**src/rtl/combination_sender_pkg.sv**
```systemverilog
// Shared definitions for the combination-lock code transmitter.
// Holds the FSM state encoding, single-bit level constants and the
// length clamp helper used when a transmission request is accepted.
package combination_sender_pkg;

    // FSM state encoding; values are fixed so waveforms read the same
    // across builds and tools.
    typedef enum logic [2:0] {
        ST_IDLE  = 3'd0,
        ST_SEND  = 3'd1,
        ST_GAP   = 3'd2,
        ST_CHECK = 3'd3,
        ST_DONE  = 3'd4
    } state_t;

    localparam logic LOW  = 1'b0;
    localparam logic HIGH = 1'b1;

    // Limits a requested bit count to the largest code the sender can hold.
    function automatic int clamp_len(input int req_len, input int max_len);
        return (req_len > max_len) ? max_len : req_len;
    endfunction

endpackage

```
**src/rtl/combination_sender.sv**
```systemverilog
// Serial key/update transmitter for the combination lock: sends a latched
// code MSB-first, one bit per update strobe, with GAP idle cycles between
// strobes, then samples the lock's unlock output and reports success.
//
// Ports:
//   clk      - system clock, all state on its rising edge
//   reset    - synchronous, active-high reset (highest priority)
//   start    - transmit request, honoured only while idle
//   code     - code word; bit len-1 goes out first, bit 0 last
//   len      - number of bits to send, clamped to MAX_LEN
//   unlock   - unlock feedback from the lock
//   key      - key bit, valid while update is high
//   update   - one-cycle strobe consumed by the lock
//   busy     - high from the cycle after acceptance up to (not incl.) done
//   done     - one-cycle completion pulse
//   success  - unlock sample, valid from done until the next acceptance
//
// All outputs are registered: each state branch loads the output registers
// with the values that belong to the state being entered, so the outputs
// line up with the state register without any input-to-output path.
module combination_sender
    import combination_sender_pkg::*;
#(
    parameter int MAX_LEN = 8,
    parameter int GAP     = 2,
    parameter int LEN_W   = $clog2(MAX_LEN + 1)
) (
    input  logic               clk,
    input  logic               reset,
    input  logic               start,
    input  logic [MAX_LEN-1:0] code,
    input  logic [LEN_W-1:0]   len,
    input  logic               unlock,
    output logic               key,
    output logic               update,
    output logic               busy,
    output logic               done,
    output logic               success
);

    localparam int GAP_W = 4;

    state_t             r_state;
    logic [MAX_LEN-1:0] r_code;
    logic [LEN_W-1:0]   r_idx;
    logic [GAP_W-1:0]   r_gap_cnt;
    logic               r_key;
    logic               r_update;
    logic               r_busy;
    logic               r_done;
    logic               r_success;

    logic [LEN_W-1:0]   w_len_c;
    logic [LEN_W-1:0]   w_len_m1;
    logic [LEN_W-1:0]   w_idx_m1;
    logic [MAX_LEN-1:0] w_sh_first;
    logic [MAX_LEN-1:0] w_sh_cur;
    logic [MAX_LEN-1:0] w_sh_next;

    assign w_len_c  = LEN_W'(clamp_len(int'(len), MAX_LEN));
    assign w_len_m1 = w_len_c - LEN_W'(1);
    assign w_idx_m1 = r_idx - LEN_W'(1);

    // Bit selects done by shifting so the index width never has to match
    // the code width exactly.
    assign w_sh_first = code >> w_len_m1;     // first bit, straight from the port
    assign w_sh_cur   = r_code >> r_idx;      // bit at the current index
    assign w_sh_next  = r_code >> w_idx_m1;   // bit for back-to-back sends

    always_ff @(posedge clk) begin
        if (reset) begin
            r_state   <= ST_IDLE;
            r_code    <= '0;
            r_idx     <= '0;
            r_gap_cnt <= '0;
            r_key     <= LOW;
            r_update  <= LOW;
            r_busy    <= LOW;
            r_done    <= LOW;
            r_success <= LOW;
        end else begin
            unique case (r_state)
                ST_IDLE: begin
                    r_done   <= LOW;
                    r_update <= LOW;
                    if (start) begin
                        r_code    <= code;
                        r_busy    <= HIGH;
                        r_success <= LOW;
                        if (w_len_c != '0) begin
                            r_idx    <= w_len_m1;
                            r_key    <= w_sh_first[0];
                            r_update <= HIGH;
                            r_state  <= ST_SEND;
                        end else begin
                            r_state  <= ST_CHECK;
                        end
                    end
                end

                ST_SEND: begin
                    // Leave for CHECK at index 0 so the index never wraps.
                    if (r_idx == '0) begin
                        r_update <= LOW;
                        r_state  <= ST_CHECK;
                    end else begin
                        r_idx <= w_idx_m1;
                        if (GAP > 0) begin
                            r_update  <= LOW;
                            r_gap_cnt <= GAP_W'(GAP - 1);
                            r_state   <= ST_GAP;
                        end else begin
                            r_update <= HIGH;
                            r_key    <= w_sh_next[0];
                            r_state  <= ST_SEND;
                        end
                    end
                end

                ST_GAP: begin
                    // key keeps the previous bit while update is low.
                    if (r_gap_cnt == '0) begin
                        r_update <= HIGH;
                        r_key    <= w_sh_cur[0];
                        r_state  <= ST_SEND;
                    end else begin
                        r_gap_cnt <= r_gap_cnt - GAP_W'(1);
                    end
                end

                ST_CHECK: begin
                    // The lock absorbed the final bit on the last SEND edge,
                    // so unlock is already settled here.
                    r_success <= unlock;
                    r_busy    <= LOW;
                    r_done    <= HIGH;
                    r_state   <= ST_DONE;
                end

                ST_DONE: begin
                    // start is deliberately not looked at in this state.
                    r_done  <= LOW;
                    r_state <= ST_IDLE;
                end

                default: begin
                    r_update <= LOW;
                    r_busy   <= LOW;
                    r_done   <= LOW;
                    r_state  <= ST_IDLE;
                end
            endcase
        end
    end

    assign key     = r_key;
    assign update  = r_update;
    assign busy    = r_busy;
    assign done    = r_done;
    assign success = r_success;

endmodule

```
**config.mk**
```make
export PLATFORM = sky130hd
export DESIGN_NAME = combination_sender
export DESIGN_NICKNAME = d
export VERILOG_FILES = /design/src/rtl/combination_sender_pkg.sv /design/src/rtl/combination_sender.sv
export SDC_FILE = /design/constraint.sdc
export NUM_CORES = 1
export LEC_CHECK = 0
export CAP_MARGIN = 10
export CORE_MARGIN = 1.5
export CORE_UTILIZATION = 50
export CTS_BUF_LIST = sky130_fd_sc_hd__clkbuf_8
export DETAILED_ROUTE_END_ITERATION = 10
export PLACE_DENSITY = 0.75
export SETUP_SLACK_MARGIN = 0.4
export SYNTH_ARGS = -nofsm -noshare
export SYNTH_HDL_FRONTEND = slang
export SYNTH_SLANG_ARGS = --single-unit
```
**constraint.sdc**
```tcl
create_clock -name clk -period 3.22 [get_ports clk]
set_clock_uncertainty 0.1 [all_clocks]
set_input_delay 0.322 -clock clk [delete_from_list [all_inputs] [get_ports clk]]
set_output_delay 0.322 -clock clk [all_outputs]
set_load 0.005 [all_outputs]
```
==> reports/summary.md <==
The number of port buffers was 20; the setup slack after layout was 681 ps. The switching share of power came out at 0.315. For the worst setup path, the data required time is 3240 ps. The synthesized design contains 0 enable-type register cells. Timing would allow up to 394 MHz. The worst hold path passes through 2 cells. STA classifies the critical path endpoint as a flip-flop. In this run the critical register-to-register path is captured at r_idx[0]. The synthesized-area fraction occupied by xor and xnor cells is 0.0194, and the clock latency reported for the late side of the worst-skew pair is 270 ps. Setup repair after global routing left no endpoint under its margin. The minimum clock period after layout was 2540 ps. The tools report the via count as 1235. Cell at the root of the clock tree: clkbuf_8. In this run, the number of DRC markers left after iteration 0 of detailed routing was 37.

The initial core utilization is 0.536, and the initial antenna violation count is 0. Synthesis produced 163 cells. The share of cells above drive strength 1 came out at 0.0670. The number of clock buffers added by TritonCTS is 3.

The proportion of synthesized area in mux cells is 0.0648, and the proportion of synthesized chip area in sequential cells is 0.356. After global routing the overflow that remains totals 0. The Yosys step of the flow raised 0 warnings.

The worst hold path terminates at r_code[0]. The first TritonRoute pass finished after 4 iterations. The tools report the total cell area at the placement stage as 0.00155 sq mm. TritonCTS built the clock tree. The adder and majority gate portion of the synthesized area is 0.0370, and the cell internal power dissipation is 0.632 mW.

Hold is met by 364 ps. The share of flip-flops with an asynchronous set or reset was 0; the largest buffer count on any clock path was 2. Cell count after placement: 205. For this design the top-level I/O count stands at 21. The hold violation count in the final report is 0. The number of standard-cell rows in the floorplan is 18. Routability-driven placement finished with a final weighted congestion of 0.888. The run finished with clean final reports. Summing all non-filler instances in the final layout gives an area of 0.00162 sq mm. The die outline area is 0.00302 sq mm, and the post-synthesis compound-gate area fraction is 0.174.

Setup violations remaining at the end of the flow were counted as 0. The logs give 0.402 for the worst max-slew margin expressed relative to the limit and 2560 ps for the arrival time reported for the critical path endpoint. In this run the critical register-to-register path is launched from r_state[0]. The all-layer global routing usage was 0.235.

After routing, the total negative slack on setup checks comes to 0 ps. The slew of the pin with the lowest slew margin was 895 ps; the register bit count reported by yosys was 24. Max-slew violation count: 0.

The critical path is of the in2reg type. The analysis attributes to cell leakage a power of 0.586 nW. The startpoint identified for the worst hold timing path is r_code[0].

dfxtp_1 is the most common cell in the netlist. The logs give 1 for the CTS H-tree depth and 0 for the DRC violations left. The routed length per placed instance was 14.7 microns; the relative area change from synthesis to final layout was 20.0%. The area fraction of the dominant cell type after synthesis was 0.356; the number of nets in the synthesized netlist was 183. The commonest cells after synthesis are dfxtp_1 (24), nand2_1 (21), a21oi_1 (19). The biggest area contributor in the post-synthesis netlist is dfxtp_1. Net switching power figure: 0.290 mW. Measured along the x axis, the die boundary spans 55.0 microns. The worst setup path is launched from an input pin. Utilization after layout: 0.643. The clock network fraction of design power is 0.291, and the number of maximum-capacitance violations is 0. The final instance count without filler cells came out at 209. The final layout contains routed wiring with a total length of 3070 microns.

Mean instance size in the synthesized netlist: 8.29 sq um. The first global-routing pass estimated 5110 microns of wire. Once detail routing completed, the nets flagged for antenna violations numbered 0. The worst-case IR drop observed on VDD is 0.410 mV. The run gives 0.923 mW as the power after layout.

The run gives 1209 as the via count of the first global-routing pass. After synthesis, the cell types taking the most area are dfxtp_1 (36%), a21oi_1 (7.0%), nand2_1 (5.8%). The worst min-delay path class is reg2reg.

Among all flip-flop cells after synthesis, the most frequent one is dfxtp_1. The number of cell instances on the worst register-to-register path came out at 5. The final cycle utilization of the critical path came out at 0.789. Area fraction in and, or, nand and nor cells after synthesis: 0.301. The proportion of power drawn by combinational gates is 0.296, and the final-stage net count is 200. Along the worst path, the maximum fanout reaches 5.

The mapped netlist covers 0.00135 sq mm. Dividing total power by cell area gives a power density of 569 mW/mm^2. The placed wire-length estimate is 2310 microns, and the core region area is 0.00252 sq mm. The average via count per standard cell was 5.91.

Main combinational cell family by area after synthesis: simple AND/OR/NAND/NOR gates. The total of cells resized after clock tree synthesis was 0; the height of the chip was 55.0 microns. After clock tree synthesis, the flow added hold-fix buffers numbering 0. After clock tree synthesis, the setup repair step added 0 buffers. The run gives 398 ps as the pre-CTS worst setup slack.

The worst register-to-register path has a setup slack of 1080 ps. The number of library cell types mapped by synthesis is 40, and the antenna diode count is 0. Counting every sink on the clock net gives 24.

After clock tree synthesis, the clock-pin slew on the worst setup and hold paths is 90 ps. Entering global routing, the biggest net connects 25 pins. The tools report the relative contribution of sequential cells to total power as 0.414.
## registers in the layout, summed over array words and instances, names as in the netlist
signal / count
r_code: 8
r_gap_cnt: 4
r_idx: 4
r_state: 3
busy: 1
done: 1
key: 1
success: 1
update: 1
## power groups by stage
stage / Clock [mW] / Sequential (mW) / Combinational (mW)
after floorplan: 0 / 0.364 / 0.217
after global placement: 0 / 0.386 / 0.261
after detailed placement: 0 / 0.388 / 0.272
after CTS: 0.270 / 0.380 / 0.273
after global routing: 0.281 / 0.389 / 0.305
final: 0.268 / 0.382 / 0.273
## cell families (layout without fill, tap and decap cells)
group                      after synthesis  in the layout
DFF                                     24             24
AOI/OAI and AO/OA                       39             39
muxes                                    5              5
and+or+nand+nor                         73             73
xor gates and xnor gates                 3              3
adders and majority gates                4              4
buffers and inverters                   15             31
## worst max-delay path, stage by stage
cell             delay [ps]
clkdlybuf4s50_1         480
nor2b_1                 300
inv_1                    80
ha_1                    230
xnor2_1                 350
mux4_2                  550
a22oi_1                 140
a311oi_1                110
## worst max-delay path by stage
| stage | end | start | depth (start not counted) | slack (ps) |
|---|---|---|---|---|
| 2_1_floorplan | key | len[0] | 7 | 1120 |
| 3_3_place_gp | key | len[0] | 8 | 470 |
| 3_5_place_dp | key | len[0] | 8 | 400 |
| 4_1_cts | key | len[0] | 8 | 670 |
| 5_1_grt | key | len[0] | 8 | 490 |
| 6_report | key | len[0] | 8 | 680 |
## metal layers
| layer | track usage | routed length [microns] | part of all wire |
|---|---|---|---|
| met5 | 0 | 0 | 0 |
| met3 | 0.0672 | 122 | 0.040 |
| met1 | 0.281 | 1420 | 0.46 |
| met4 | 0.0976 | 52 | 0.017 |
| met2 | 0.395 | 1470 | 0.48 |
## layout make-up
class / instances / area (sq um)
timing repair buffer: 20 / 200
tap: 30 / 37.5
sequential: 24 / 480
fill: 241 / 901
inverter: 7 / 26.3
multi-input combinational: 124 / 806
clock buffer: 3 / 41.3
clock inverter: 1 / 30.0
## cells in the final DEF, fill, tap and decap left out, types with 3 or more instances in the layout
cell             synthesis  final
dfxtp_1                 24     24
nand2_1                 21     21
clkdlybuf4s50_1          0     20
a21oi_1                 19     19
nor2_1                  12     12
inv_1                    7      7
nor3_1                   7      7
nor2b_1                  6      6
o21ai_0                  6      6
nand2b_1                 5      5
o21ai_1                  4      4
nor4_1                   4      4
ha_1                     4      4
mux4_2                   3      3
clkbuf_8                 0      3
(Power assumes the default switching activity.)
